File: config.mk
export PLATFORM = sky130hd
export DESIGN_NAME = pattern_pwm_seq
export DESIGN_NICKNAME = d
export VERILOG_FILES = /design/src/rtl/pattern_pwm_pkg.sv /design/src/rtl/pwm_bit_timer.sv /design/src/rtl/pattern_pwm_seq.sv
export SDC_FILE = /design/constraint.sdc
export NUM_CORES = 1
export LEC_CHECK = 0
export BUFFER_PORTS_ARGS = -buffer_cell sky130_fd_sc_hd__buf_2
export CAP_MARGIN = 10
export CELL_PAD_IN_SITES_DETAIL_PLACEMENT = 0
export CELL_PAD_IN_SITES_GLOBAL_PLACEMENT = 1
export CORE_MARGIN = 2
export CORE_UTILIZATION = 35
export DETAILED_ROUTE_END_ITERATION = 8
export GPL_TIMING_DRIVEN = 0
export MAX_ROUTING_LAYER = met4
export PLACE_DENSITY = 0.63
export SLEW_MARGIN = 20
export SYNTH_ARGS = -nofsm -noshare
export SYNTH_HDL_FRONTEND = slang
export SYNTH_SLANG_ARGS = --single-unit
File: constraint.sdc
create_clock -name clk -period 3.65 [get_ports clk]
set_input_delay 0 -clock clk [delete_from_list [all_inputs] [get_ports clk]]
set_output_delay 0 -clock clk [all_outputs]
set_load 0.03 [all_outputs]
File: src/rtl/pattern_pwm_pkg.sv
// Shared types and default sizes for the pattern PWM sequencer.
package pattern_pwm_pkg;

    localparam int PAT_W_DEF = 16;
    localparam int DIV_W_DEF = 16;
    localparam int CNT_W_DEF = 8;

    typedef enum logic [1:0] {
        ST_IDLE = 2'd0,
        ST_RUN  = 2'd1,
        ST_DONE = 2'd2
    } state_t;

endpackage

File: src/rtl/pwm_bit_timer.sv
// Bit-period timer: counts max(div,1) cycles per bit and raises bit_tick on
// the last cycle of every bit period while enabled.
module pwm_bit_timer #(
    parameter int DIV_W = 16
) (
    input  logic             clk,
    input  logic             rst_n,
    input  logic             load,
    input  logic             clear,
    input  logic             enable,
    input  logic [DIV_W-1:0] div,
    output logic             bit_tick
);

    logic [DIV_W-1:0] div_m1;
    logic [DIV_W-1:0] reload;
    logic [DIV_W-1:0] cnt;

    // A divider of zero behaves like one: the counter reloads with zero.
    assign div_m1 = (div == '0) ? '0 : div - DIV_W'(1);

    // Down-counter, reloaded from the period latched at start.
    always_ff @(posedge clk or negedge rst_n) begin
        if (!rst_n) begin
            reload <= '0;
            cnt    <= '0;
        end else if (load) begin
            reload <= div_m1;
            cnt    <= div_m1;
        end else if (clear) begin
            cnt    <= '0;
        end else if (enable) begin
            cnt    <= (cnt == '0) ? reload : cnt - DIV_W'(1);
        end
    end

    assign bit_tick = enable && (cnt == '0);

endmodule

File: src/rtl/pattern_pwm_seq.sv
// Pattern PWM sequencer: shifts out a latched bit pattern, each bit held for
// a programmable number of clocks, then pulses valid for one cycle.
// Optional feature macro PATTERN_PWM_REPEAT_EN adds rep_cnt (passes = rep_cnt+1).
// Handshake: pwm_en is a start request accepted only in IDLE with abort low;
// there is no ready, requests outside IDLE are dropped, and valid is a single
// cycle completion strobe with no backpressure.
module pattern_pwm_seq
    import pattern_pwm_pkg::*;
#(
    parameter int PAT_W = PAT_W_DEF,
    parameter int DIV_W = DIV_W_DEF,
    parameter int CNT_W = CNT_W_DEF,
    localparam int LEN_W = $clog2(PAT_W + 1)
) (
    input  logic             clk,
    input  logic             rst_n,
    input  logic             pwm_en,
    input  logic [PAT_W-1:0] PAT,
    input  logic [LEN_W-1:0] pat_len,
    input  logic [DIV_W-1:0] bit_div,
    input  logic             msb_first,
    input  logic             idle_level,
    input  logic             abort,
`ifdef PATTERN_PWM_REPEAT_EN
    input  logic [CNT_W-1:0] rep_cnt,
`endif
    output logic             pwm_out,
    output logic             busy,
    output logic             valid,
    output logic [1:0]       state_dbg
);

    state_t           state, state_nxt;
    logic [PAT_W-1:0] pat_r;
    logic [LEN_W-1:0] len_r;
    logic             msb_r;
    logic [LEN_W-1:0] idx;
    logic [LEN_W-1:0] idx_adv;
    logic [LEN_W-1:0] len_eff;
    logic             bit_tick;
    logic             last_bit;
    logic             last_pass;
    logic             start, kill, finish, advance;
    logic             pwm_nxt, busy_nxt, valid_nxt;

    // Picks sequence bit k out of pattern p of length l in the requested order.
    function automatic logic pick_bit(input logic [PAT_W-1:0] p,
                                      input logic [LEN_W-1:0] l,
                                      input logic             m,
                                      input logic [LEN_W-1:0] k);
        logic [LEN_W-1:0] pos;
        logic [PAT_W-1:0] sh;
        pos = m ? (l - LEN_W'(1) - k) : k;
        sh  = p >> pos;
        return |(sh & PAT_W'(1));
    endfunction

    assign len_eff  = (pat_len == '0 || pat_len > LEN_W'(PAT_W)) ? LEN_W'(PAT_W) : pat_len;
    assign last_bit = (idx == len_r - LEN_W'(1));
    assign idx_adv  = last_bit ? '0 : idx + LEN_W'(1);
    assign state_dbg = state;

`ifdef PATTERN_PWM_REPEAT_EN
    logic [CNT_W-1:0] rep_r;
    logic [CNT_W-1:0] pass_r;

    assign last_pass = (pass_r == rep_r);

    // Pass counter; passes run back to back with no gap.
    always_ff @(posedge clk or negedge rst_n) begin
        if (!rst_n) begin
            rep_r  <= '0;
            pass_r <= '0;
        end else if (start) begin
            rep_r  <= rep_cnt;
            pass_r <= '0;
        end else if (kill) begin
            pass_r <= '0;
        end else if (advance && last_bit) begin
            pass_r <= pass_r + CNT_W'(1);
        end
    end
`else
    assign last_pass = 1'b1;
`endif

    pwm_bit_timer #(.DIV_W(DIV_W)) u_timer (
        .clk      (clk),
        .rst_n    (rst_n),
        .load     (start),
        .clear    (kill),
        .enable   (state == ST_RUN),
        .div      (bit_div),
        .bit_tick (bit_tick)
    );

    // Next state and next registered outputs; abort wins over a final tick.
    always_comb begin
        state_nxt = state;
        start     = 1'b0;
        kill      = 1'b0;
        finish    = 1'b0;
        advance   = 1'b0;
        pwm_nxt   = idle_level;
        busy_nxt  = 1'b0;
        valid_nxt = 1'b0;
        case (state)
            ST_IDLE: begin
                if (pwm_en && !abort) begin
                    state_nxt = ST_RUN;
                    start     = 1'b1;
                    pwm_nxt   = pick_bit(PAT, len_eff, msb_first, '0);
                    busy_nxt  = 1'b1;
                end
            end
            ST_RUN: begin
                if (abort) begin
                    state_nxt = ST_IDLE;
                    kill      = 1'b1;
                end else if (bit_tick && last_bit && last_pass) begin
                    state_nxt = ST_DONE;
                    finish    = 1'b1;
                    valid_nxt = 1'b1;
                end else if (bit_tick) begin
                    advance   = 1'b1;
                    pwm_nxt   = pick_bit(pat_r, len_r, msb_r, idx_adv);
                    busy_nxt  = 1'b1;
                end else begin
                    pwm_nxt   = pwm_out;
                    busy_nxt  = 1'b1;
                end
            end
            ST_DONE: begin
                state_nxt = ST_IDLE;
            end
            default: begin
                state_nxt = ST_IDLE;
            end
        endcase
    end

    // State and output registers.
    always_ff @(posedge clk or negedge rst_n) begin
        if (!rst_n) begin
            state   <= ST_IDLE;
            pwm_out <= 1'b0;
            busy    <= 1'b0;
            valid   <= 1'b0;
        end else begin
            state   <= state_nxt;
            pwm_out <= pwm_nxt;
            busy    <= busy_nxt;
            valid   <= valid_nxt;
        end
    end

    // Configuration latched at start and the bit index within a pass.
    always_ff @(posedge clk or negedge rst_n) begin
        if (!rst_n) begin
            pat_r <= '0;
            len_r <= '0;
            msb_r <= 1'b0;
            idx   <= '0;
        end else if (start) begin
            pat_r <= PAT;
            len_r <= len_eff;
            msb_r <= msb_first;
            idx   <= '0;
        end else if (kill) begin
            idx   <= '0;
        end else if (advance) begin
            idx   <= idx_adv;
        end
    end

endmodule
* Word-level counts from Yosys, hierarchy flattened
Cells that the tools add are included.
** Cells by class
- Add/sub/neg operators :: 6
- $lt $le $gt $ge :: 1
- Equality and inequality tests :: 5
- Shift-type cells :: 2
- Multiplexer cells :: 35
- Reductions and logical operators :: 12
** Operators with widths (count)
- $mux W16 :: 5
- $mux W5 :: 7
- $logic_not A16 Y1 :: 2
- $shr A16 B5 Y1 :: 2
- $sub A16 B1 Y16 const B :: 2
- $mux W1 :: 17
- $sub A5 B1 Y5 const B :: 2
- $mux W2 :: 3
- $reduce_bool A3 Y1 :: 2
- $add A5 B1 Y5 const B :: 1
- $eq A5 B5 Y1 :: 1
- $gt A5 B5 Y1 const B :: 1
- $logic_not A5 Y1 :: 1
- $sub A5 B5 Y5 :: 1
- $ne A4 B4 Y1 const B :: 1
- $pmux W1 S2 :: 2
- $pmux W2 S2 :: 1
- $logic_and A1 B1 Y1 :: 3
- $ne A3 B3 Y1 const B :: 1
- $eq A2 B1 Y1 const B :: 1
- $logic_not A2 Y1 :: 1
- $ne A2 B2 Y1 const B :: 1
- $reduce_and A2 Y1 :: 1
- $logic_not A1 Y1 :: 1
- $logic_or A1 B1 Y1 :: 1
** Word-level totals
- Bits in registers :: 64
- Input port bits :: 43
- Output and inout bits :: 5
- Word-level logic and storage cells :: 71

* Longest topological paths before layout
Gate-level depths: netlist (run 1).
- Word-level depth :: 10
- Mapped depth :: 17
- Gate-level depth less buffers :: 16

* By module
From an unflattened synthesis (run 1), not the netlist that was laid out.
** Unflattened totals
- Cells, all modules :: 544
- Area total of the unflattened synthesis :: 4539.4 µm²
** By module, submodules not included
- pattern_pwm_seq :: times used 1, cells each 294, area each 2384.8 µm², sequential area each 800.8 µm²
- pwm_bit_timer :: times used 1, cells each 250, area each 2154.6 µm², sequential area each 800.8 µm²

* Least setup slack after synthesis (run 1)
Ideal clock, no wire load.
- Kind :: reg2reg
- Start point :: register len_r[0]
- End point :: register pwm_out
- Arrival time :: 3.187 ns
- Setup slack :: 0.330 ns
- Cell stages (with the launch flop) :: 16
- Path buffers :: 2
- Cells stage by stage :: dfrtp_1 inv_1 ha_1 nor3b_1 xnor2_1 nand3_1 clkbuf_1 nand2_1 fa_1 mux2i_1 clkbuf_1 a31oi_1 o211ai_1 o21ai_0 a31oi_1 o211ai_1
** Between the ends
- Longest elaborated chain between the ends :: 10
- Elaborated cells on any way between the ends :: 12
- Classes of those cells :: add/sub (2); eq/ne (2); shift (1); mux (6); reduce/logical (1)
** RTL lines
- start: declaration :: line pattern_pwm_seq.sv:35 : logic [LEN_W-1:0] len_r;
- start signal: assignment :: line pattern_pwm_seq.sv:166 : len_r <= len_eff;
- $sub A5 B1 Y5 * :: line pattern_pwm_seq.sv:53, pattern_pwm_seq.sv:59
- $eq A5 B5 Y1 :: line pattern_pwm_seq.sv:59 : assign last_bit = (idx == len_r - LEN_W'(1));
- $mux W5 :: line pattern_pwm_seq.sv:60 : assign idx_adv = last_bit ? '0 : idx + LEN_W'(1);
- $sub A5 B5 Y5 :: line pattern_pwm_seq.sv:53 : pos = m ? (l - LEN_W'(1) - k) : k;
- $mux W5 :: line pattern_pwm_seq.sv:53
- $shr A16 B5 Y1 :: line pattern_pwm_seq.sv:54 : sh = p >> pos;
- $mux W1 :: line pattern_pwm_seq.sv:124 : end else if (bit_tick) begin
- $mux W1 :: line pattern_pwm_seq.sv:120 : end else if (bit_tick && last_bit && last_pass) begin
- $mux W1 :: line pattern_pwm_seq.sv:117 : if (abort) begin
- $pmux W1 S2 :: line pattern_pwm_seq.sv:107 : case (state)
- end signal: assignment :: line pattern_pwm_seq.sv:151 : pwm_out <= pwm_nxt;
- end: declaration :: line pattern_pwm_seq.sv:27 : output logic pwm_out,
Mark *: on every way between the ends. The rest lies on a longest branch, timed or not. The select of a mux whose other input is x is not followed.
A chain may end at the register's enable or synchronous reset.

* Worst setup path after layout (run 1)
Ends and elaborated chain as after synthesis.

==> results.cfg, run 1 <==
[floorplanning]
initial_utilization_pct = 36.07
die_h_um = 115.7
num_rows = 40
dieArea_sq_mm = 0.01339
coreArea_sq_mm = 0.01211
die_w_um = 115.7
io-pin-count = 48

[pwr]
comb_power_share_pct = 36.8
p_leak_nw = 2.411
clkPwrFrac_pct = 30.2
vdd_drop_max_mv = 0.3405
p_sw_w = 0.001089
p_seq_share_pct = 33.0
p_int_w = 0.001976
powerDensity_mw_per_mm2 = 564.8
swShare_pct = 35.52

[synthesis]
synth_area_sq_mm = 0.004369
ys_types = 68
syn_nets = 579
yosys_warnings = 0
synth_enable_flop_cells = 0
avgSynthCellArea_sq_um = 8.338
synth-seq-cells = 64
ys_seq_area_share_pct = 36.66
syn_inst = 524
ys.flop_type = dfrtp_1
async_flop_share_pct = 100.0

[global_route]
grt_pass1_wl_um = 20540
grt_overflow_total = 0
grt_max_degree = 51
grtUsageTotal_pct = 20.95
first_global_vias = 3818
antenna_found_initial = 0

[outcome]
status = finished, violations left
violations = negative hold slack

[routing]
wire_per_inst_um = 16.27
viasPerCell = 5.182
routed_wl_um = 12590
drt_iter0_drc = 244
detail_route.drc_violations = 0
antenna_left = 0
vias = 4011
drt_pass1_iterations = 5

[cells_and_area]
drive_gt1_share_pct = 17.16
final_cell_mix = nand2_1 (101), dfrtp_1 (63), buf_2 (46)
design_area_sq_mm = 0.005426
area_delta_synth_final_pct = 24.20
final_nets = 656
diodes = 0
final_cells = 774
final_common_cell = nand2_1
num-fill-cells = 1240

[worst_setup_path]
cp_data_required_time_ns = 3.86
r2r-start = len_r[0]$_DFFE_PN0P_
crit_family = adder cells
path_cells = inv_1 -> ha_2 -> xor3_1 -> nor3_2 -> and3_2 -> nor2_2 -> ha_4 -> inv_1 -> fa_1 -> mux2i_4 -> buf_6 -> a31oi_1 -> o211ai_1 -> o21ai_0 -> a31oi_1 -> o211ai_1
critPathKind = reg -> reg
crit_buf_inv = 3
critPathCapture = pwm_out$_DFFE_PN0P_
timing.rr.end = pwm_out$_DFFE_PN0P_
path_max_fanout = 10
crit_start = len_r[0]$_DFFE_PN0P_
critPathLaunchType = flop
crit_cells = 16
slowest_delay_ns = 0.47
cp-end-kind = flop
r2r_slack_ns = 0.16
cp_slowest_cell = fa_1
crit_arrival_ns = 3.70
r2r.worst_path.cells = 16

[hold_path]
hold_class = in -> reg

[clock_tree]
h-tree-depth = 3
cts_sinks = 64
cts_tree = built
clock_tree.buffer_depth = 2
clock_latency_ns = 0.35
numCtsBuffers = 9
clk_pin_slew_ns = 0.05
cts_root_buf = clkbuf_16

[sta]
whs_ns = -0.0001666
max_freq_mhz = 286.7
hold_viol_final = 1
finalSetupViolations = 0
period_minus_slack_ns = 3.488
tightest_slew_ns = 0.6465
slew_headroom_pct = 56.90
finalMaxSlewViolations = 0
fin_skew_ns = 0.005664
finalCritPeriodShare_pct = 95.57

[place]
placed_area_sq_mm = 0.004840
io_buffers = 46
gp_congestion = 0.8513
dp_hpwl_um = 9383
dp_cells = 739

[flow_run]
drv_cap = 0
==> power groups by stage <==
stage,Sequential (W),Clock [W],Combinational [W]
after global routing,0.00104,0.000984,0.00126
after detailed placement,0.00102,0,0.00107
final,0.00101,0.000924,0.00113
after CTS,0.00101,0.000947,0.00110
after global placement,0.00101,0,0.00105
after floorplan,0.000987,0,0.000809
==> flip-flops by register name, indices dropped and copies added, names as in the netlist <==
name,cells
busy,1
idx,5
len_r,5
msb_r,1
pat_r,16
pwm_out,1
state_dbg,2
u_timer.cnt,16
u_timer.reload,16
valid,1
==> cell type report <==
class                   count  area (sq um)  area share (%)
repair buffers             67         457.9           8.439
flip-flops and latches     64          1603           29.54
plain buffers              26         145.1           2.675
inverters                  17         63.81           1.176
clock buffers              14         284.0           5.234
multi-input cells         416          2628           48.42
well taps                 168         210.2           3.874
clock inverters             2         35.03          0.6456
==> worst min-delay path: stages <==
cell and delay [ns]:
buf_2 0.11, nand2_1 0.09, o21ai_0 0.09
==> synth_stat cells, drive strengths merged (3+ instances only) <==
library cell,count,area (sq um)
nand3,16,80.08
ha,11,137.6
o211ai,7,52.55
nor3,12,65.06
xor2,17,148.9
clkbuf,20,85.08
xnor2,22,192.7
nor2,45,171.4
o21bai,3,22.52
a21oi,34,170.2
a211oi,5,37.54
nand4,3,25.02
a21o,16,121.4
nor2b,3,18.77
a22oi,3,22.52
nand2,101,379.1
nor3b,3,22.52
nor4,7,65.06
buf,6,38.78
o21ai,41,205.2
mux2i,4,40.04
or3,7,51.29
nand2b,5,31.28
or4,5,41.29
inv,17,63.81
dfrtp,64,1602
a31oi,4,25.02
mux2,8,90.09
==> per-stage QoR <==
step	total power [W]	util, %	worst slack (ns)	hold WS [ns]	TNS, ns
6_report	0.003065	44.80	0.1618	-0.0001666	0
5_1_grt	0.003281	44.80	-0.07036	0.03168	-0.07036
4_1_cts	0.003051	44.33	0.01536	0.002164	0
3_5_place_dp	0.002083	39.96	-0.5272	-0.1145	-0.5272
3_3_place_gp	0.002063	39.71	-0.4821	0.2038	-0.4821
2_1_floorplan	0.001796	-	0.3299	-0.2956	0
==> how the worst min path moves through the flow <==
stage                            to        from  slack [ns]  cells after the start
5_1_grt        len_r[1]$_DFFE_PN0P_  pat_len[1]        0.03                      3
2_1_floorplan        busy$_DFF_PN0_       rst_n       -0.30                      0
3_3_place_gp   pat_r[5]$_DFFE_PN0P_      PAT[5]        0.20                      3
6_report       len_r[1]$_DFFE_PN0P_  pat_len[1]     -0.0002                      3
3_5_place_dp   pat_r[6]$_DFFE_PN0P_       rst_n       -0.11                      1
4_1_cts        len_r[1]$_DFFE_PN0P_  pat_len[1]       0.002                      3
==> metal layers <==
metal,routed length (um),GRT usage (%)
met1,6554,30.83
met2,5343,28.23
met3,552,5.910
met4,141,5.079
met5,0,-
==> logic make-up (layout without fill, tap and decap cells) <==
logic type / Yosys count / in the layout / synth area share, %
DFF: 64 / 64 / 36.66
adders and majority gates: 12 / 12 / 3.608
xor gates and xnor gates: 41 / 41 / 8.877
and+or+nand+nor: 220 / 220 / 24.00
muxes: 14 / 14 / 4.009
buffers and inverters: 44 / 126 / 4.524
AOI/OAI and AO/OA: 129 / 129 / 18.33
==> repair_timing <==
action	4_1_cts	5_1_grt
buffers inserted	1	0
hold buffers	19	0
pin swaps	1	1
resized for setup	6	15
endpoints found under the setup margin	1	1
hold endpoints to repair	82	0
Note: power is estimated with default switching activity, not from simulation.
==> inputs of run 2 (changes only) <==
--- a/config.mk
+++ b/config.mk
@@ -12,9 +12,11 @@
 export CORE_MARGIN = 2
 export CORE_UTILIZATION = 35
 export DETAILED_ROUTE_END_ITERATION = 8
+export GPL_ROUTABILITY_DRIVEN = 1
 export GPL_TIMING_DRIVEN = 0
 export MAX_ROUTING_LAYER = met4
 export PLACE_DENSITY = 0.63
+export SKIP_CTS_REPAIR_TIMING = 1
 export SLEW_MARGIN = 20
 export SYNTH_ARGS = -nofsm -noshare
 export SYNTH_HDL_FRONTEND = slang
==> constraint.sdc (replaced) <==
create_clock -name clk -period 3.65 [get_ports clk]
set_input_delay 0 -clock clk [delete_from_list [all_inputs] [get_ports clk]]
set_output_delay 0 -clock clk [all_outputs]
set_load 0.02 [all_outputs]
==> results.cfg, run 2 (synthesis results as in run 1) <==
[cells_and_area]
final_cells = 774
final_nets = 656
diodes = 0
final_common_cell = nand2_1
num-fill-cells = 1235
design_area_sq_mm = 0.005434
final_cell_mix = nand2_1 (101), dfrtp_1 (63), buf_2 (46)
seq_area_sq_mm = 0.001603
area_delta_synth_final_pct = 24.37
multi_input_area_sq_mm = 0.002644
drive_gt1_share_pct = 17.82
reg.largest.list = pat_r (16), u_timer.cnt (16), u_timer.reload (16)

[place]
placed_area_sq_mm = 0.004840
gp_congestion = 0.8513
dp_cells = 739
dp_hpwl_um = 9383
io_buffers = 46

[worst_setup_path]
crit_buf_inv = 2
cp_data_required_time_ns = 3.86
path_cells = inv_1 -> ha_2 -> nor3b_4 -> xnor2_2 -> nand3_2 -> buf_4 -> nand2_1 -> ha_1 -> and3b_1 -> or4_1 -> o211ai_1 -> o21ai_0 -> a31oi_1 -> o211ai_1
crit_arrival_ns = 3.68
critPathMostFrequentCell = o211ai_1
crit_family = simple AND/OR/NAND/NOR gates
path_max_fanout = 10
cp_slowest_cell = or4_1
critPathLaunchType = flop
r2r_slack_ns = 0.18
cp-end-kind = flop
slowest_delay_ns = 0.47
critPathKind = reg -> reg

[sta]
slew_headroom_pct = 57.07
tightest_slew_ns = 0.6440
whs_ns = -0.004344
finalSetupViolations = 0
finalMaxSlewViolations = 0
fin_skew_ns = 0.005626
period_minus_slack_ns = 3.472
max_freq_mhz = 288.0
hold_viol_final = 1
finalCritPeriodShare_pct = 95.11

[clock_tree]
h-tree-depth = 3
cts_sinks = 64
cts_root_buf = clkbuf_16
cts_tree = built
clock_latency_ns = 0.35
numCtsBuffers = 9
clock_tree.buffer_depth = 2
clk_pin_slew_ns = 0.05

[routing]
viasPerCell = 5.200
wire_per_inst_um = 16.21
drt_iter0_drc = 252
antenna_left = 0
routed_wl_um = 12550
vias = 4025
detail_route.drc_violations = 0
drt_pass1_iterations = 5

[pwr]
p_leak_nw = 2.416
vdd_drop_max_mv = 0.3400
powerDensity_mw_per_mm2 = 563.1
totalPowerFinal_w = 0.003060

[global_route]
grt_overflow_total = 0
first_global_vias = 3751
grt_pass1_wl_um = 20250
antenna_found_initial = 0
grtUsageTotal_pct = 20.65
grt_max_degree = 51

[outcome]
violations = negative hold slack
status = finished, violations left

[floorplanning]
dieArea_sq_mm = 0.01339
die_h_um = 115.7
die_w_um = 115.7
io-pin-count = 48
initial_utilization_pct = 36.07
num_rows = 40
coreArea_sq_mm = 0.01211

[hold_path]
hold_class = in -> reg

[flow_run]
drv_cap = 0
run 2: final cells by class:
type                            count  area share, %
Clock buffer                       14          5.227
Multi-Input combinational cell    416          48.65
Sequential cell                    64          29.50
Clock inverter                      2         0.6447
Inverter                           17          1.174
Tap cell                          168          3.868
Buffer                             26          2.556
Timing Repair Buffer               67          8.381
run 2: path summary, 6_finish.rpt:
check | startpoint | end | cells past startpoint
setup reg to reg | len_r[0]$_DFFE_PN0P_ | pwm_out$_DFFE_PN0P_ | 14
max in group asynchronous | rst_n | u_timer.reload[15]$_DFFE_PN0P_ | 3
min in group asynchronous | rst_n | pat_r[6]$_DFFE_PN0P_ | 2
setup / recovery | len_r[0]$_DFFE_PN0P_ | pwm_out$_DFFE_PN0P_ | 14
hold reg to reg | u_timer.reload[14]$_DFFE_PN0P_ | u_timer.reload[14]$_DFFE_PN0P_ | 2
hold / removal | pat_len[3] | len_r[3]$_DFFE_PN0P_ | 3
run 2: power by group:
group | internal (W) | switching [W] | total [W]
logic | 0.000518 | 0.000607 | 0.00113
registers | 0.000857 | 0.000156 | 0.00101
clock network | 0.000602 | 0.000319 | 0.000921
total | 0.00198 | 0.00108 | 0.00306
run 2: worst reg2reg max path: cells and delay by family (launching register included):
| family | cells | cell delay (ns) |
|---|---|---|
| buffers and inverters | 2 | 0.28 |
| adder cells (fa/ha/maj) | 2 | 0.48 |
| XOR/XNOR | 1 | 0.17 |
| AND/OR/NAND/NOR | 5 | 1.19 |
| AO/OA/AOI/OAI | 4 | 0.76 |
| flip-flops | 1 | 0.46 |
run 2: layer usage:
metal  vias to the layer above  share of wire (%)  track usage (%)  routed length (um)
li1                       1988                  -                -                   -
met1                      1952                 51            30.64                6431
met2                        71                 42            27.49                5298
met3                        14                5.4            5.858                 676
met4                         0                1.1            5.079                 142
met5                         -                  0                -                   0
run 2: stage by stage:
step	hold WS (ns)	worst slack [ns]	TNS [ns]	utilization, %
2_1_floorplan	-0.2956	0.3299	0	-
3_3_place_gp	0.2038	-0.4821	-0.4821	39.71
3_5_place_dp	-0.1145	-0.5272	-0.5272	39.96
4_1_cts	-0.4826	-0.5555	-0.5555	42.59
5_1_grt	0.03171	-0.07718	-0.07718	44.87
6_report	-0.004344	0.1783	0	44.87
==> inputs of run 3 (changes only) <==
--- a/config.mk
+++ b/config.mk
@@ -11,9 +11,11 @@
 export CELL_PAD_IN_SITES_GLOBAL_PLACEMENT = 1
 export CORE_MARGIN = 2
 export CORE_UTILIZATION = 35
+export CTS_CLUSTER_DIAMETER = 100
 export DETAILED_ROUTE_END_ITERATION = 8
 export GPL_ROUTABILITY_DRIVEN = 1
 export GPL_TIMING_DRIVEN = 0
+export HOLD_SLACK_MARGIN = 0.06
 export MAX_ROUTING_LAYER = met4
 export PLACE_DENSITY = 0.63
 export SKIP_CTS_REPAIR_TIMING = 1
==> results.cfg, run 3 (synthesis results as in run 1) <==
[outcome]
status = finished, final reports clean

[cells_and_area]
final_common_cell = nand2_1
final_nets = 659
design_area_sq_mm = 0.005464
final_cell_mix = nand2_1 (101), dfrtp_1 (63), buf_2 (46)
drive_gt1_share_pct = 17.73
area_delta_synth_final_pct = 25.06
reg.largest.list = pat_r (16), u_timer.cnt (16), u_timer.reload (16)
diodes = 0
utilization_pct = 45.11

[routing]
drt_iter0_drc = 216
antenna_left = 0
wire_per_inst_um = 16.32
viasPerCell = 5.175
detail_route.drc_violations = 0
vias = 4021
routed_wl_um = 12680
drt_pass1_iterations = 5

[worst_setup_path]
slowest_delay_ns = 0.55
cp_data_required_time_ns = 3.86
r2r_slack_ns = 0.18
critPathLaunchType = flop
cp-end-kind = flop
r2r-start = len_r[0]$_DFFE_PN0P_
timing.rr.end = pwm_out$_DFFE_PN0P_
path_max_fanout = 10
r2r.worst_path.cells = 17
path_cells = inv_1 -> ha_2 -> nor3b_4 -> xnor2_2 -> and3_4 -> nor2_2 -> ha_4 -> inv_1 -> fa_1 -> mux2i_4 -> buf_4 -> a211oi_1 -> a21oi_1 -> o211ai_1 -> o21ai_0 -> a31oi_1 -> o211ai_1
cp_slowest_cell = fa_1
crit_arrival_ns = 3.68
critPathKind = reg -> reg

[pwr]
powerDensity_mw_per_mm2 = 561.0
p_leak_nw = 2.428
vdd_drop_max_mv = 0.3388
totalPowerFinal_w = 0.003066

[floorplanning]
coreArea_sq_mm = 0.01211
initial_utilization_pct = 36.07
io-pin-count = 48
die_h_um = 115.7
dieArea_sq_mm = 0.01339
die_w_um = 115.7
num_rows = 40

[clock_tree]
clock_latency_ns = 0.35
cts_tree = built
numCtsBuffers = 9
clk_pin_slew_ns = 0.05
cts_root_buf = clkbuf_16
clock_tree.buffer_depth = 2
h-tree-depth = 3
cts_sinks = 64

[global_route]
grtUsageTotal_pct = 20.65
grt_pass1_wl_um = 20250
first_global_vias = 3751
grt_overflow_total = 0
antenna_found_initial = 0
grt_max_degree = 51

[sta]
finalSetupViolations = 0
finalSetupTns_ns = 0
fin_skew_ns = 0.005669
finalCritPeriodShare_pct = 95.03
max_freq_mhz = 288.3
hold_viol_final = 0
slew_headroom_pct = 57.38
tightest_slew_ns = 0.6394
finalMaxSlewViolations = 0
period_minus_slack_ns = 3.469

[hold_path]
hp-start = pat_len[2]
hold_end = len_r[2]$_DFFE_PN0P_
hold_class = in -> reg
min_path_cells = 3

[place]
placed_area_sq_mm = 0.004840
io_buffers = 46
gp_congestion = 0.8513
dp_hpwl_um = 9383

[flow_run]
drv_cap = 0
==> run 3: cell count changes in the layout (fill, tap and decap cells not counted) <==
cell,delta
dlygate4sd3_1,+3
==> run 3: area by class of cell <==
cell class / count / area, sq um
Multi-Input combinational cell: 416 / 2644
Timing Repair Buffer: 70 / 485.5
Fill cell: 1232 / 6648
Inverter: 17 / 63.81
Clock inverter: 2 / 35.03
Clock buffer: 14 / 284.0
Buffer: 26 / 138.9
Tap cell: 168 / 210.2
Sequential cell: 64 / 1603
==> run 3: critical path: cells and delay by family (launching register included) <==
family / cells / cell delay [ns]
AND/OR/NAND/NOR: 3 / 0.63
buffers and inverters: 3 / 0.31
AO/OA/AOI/OAI: 6 / 0.81
adder cells (fa/ha/maj): 3 / 0.89
XOR/XNOR: 1 / 0.13
flip-flops: 1 / 0.46
multiplexers: 1 / 0.10
==> run 3: worst max-delay path by stage <==
stage / start / endpoint / slack [ns] / cells after the start
after floorplan: len_r[0]$_DFFE_PN0P_ / pwm_out$_DFFE_PN0P_ / 0.33 / 15
after global placement: len_r[0]$_DFFE_PN0P_ / pwm_out$_DFFE_PN0P_ / -0.48 / 15
after detailed placement: len_r[0]$_DFFE_PN0P_ / pwm_out$_DFFE_PN0P_ / -0.53 / 15
after CTS: len_r[0]$_DFFE_PN0P_ / pwm_out$_DFFE_PN0P_ / -0.56 / 15
after global routing: len_r[0]$_DFFE_PN0P_ / pwm_out$_DFFE_PN0P_ / -0.08 / 15
final: len_r[0]$_DFFE_PN0P_ / pwm_out$_DFFE_PN0P_ / 0.18 / 17
==> run 3: routing by layer <==
| layer | up-vias | track usage [%] | part of all wire [%] |
|---|---|---|---|
| met1 | 1951 | 30.64 | 53 |
| met5 | - | - | 0 |
| met4 | 0 | 5.079 | 1.1 |
| li1 | 1994 | - | - |
| met2 | 62 | 27.49 | 42 |
| met3 | 14 | 5.858 | 4.1 |
==> run 3: report_power, final <==
group | switching [W] | internal [W] | total (W)
Clock | 0.000321 | 0.000602 | 0.000923
Sequential | 0.000156 | 0.000857 | 0.00101
Combinational | 0.000609 | 0.000520 | 0.00113
Total | 0.00109 | 0.00198 | 0.00307
==> run 3: stage by stage <==
step | instances | worst slack, ns | hold slack, ns
2_1_floorplan | 524 | 0.3299 | -0.2956
3_3_place_gp | 738 | -0.4821 | 0.2038
3_5_place_dp | 739 | -0.5272 | -0.1145
4_1_cts | 755 | -0.5555 | -0.4826
5_1_grt | 777 | -0.07718 | 0.06079
6_report | 777 | 0.1812 | 0.02643
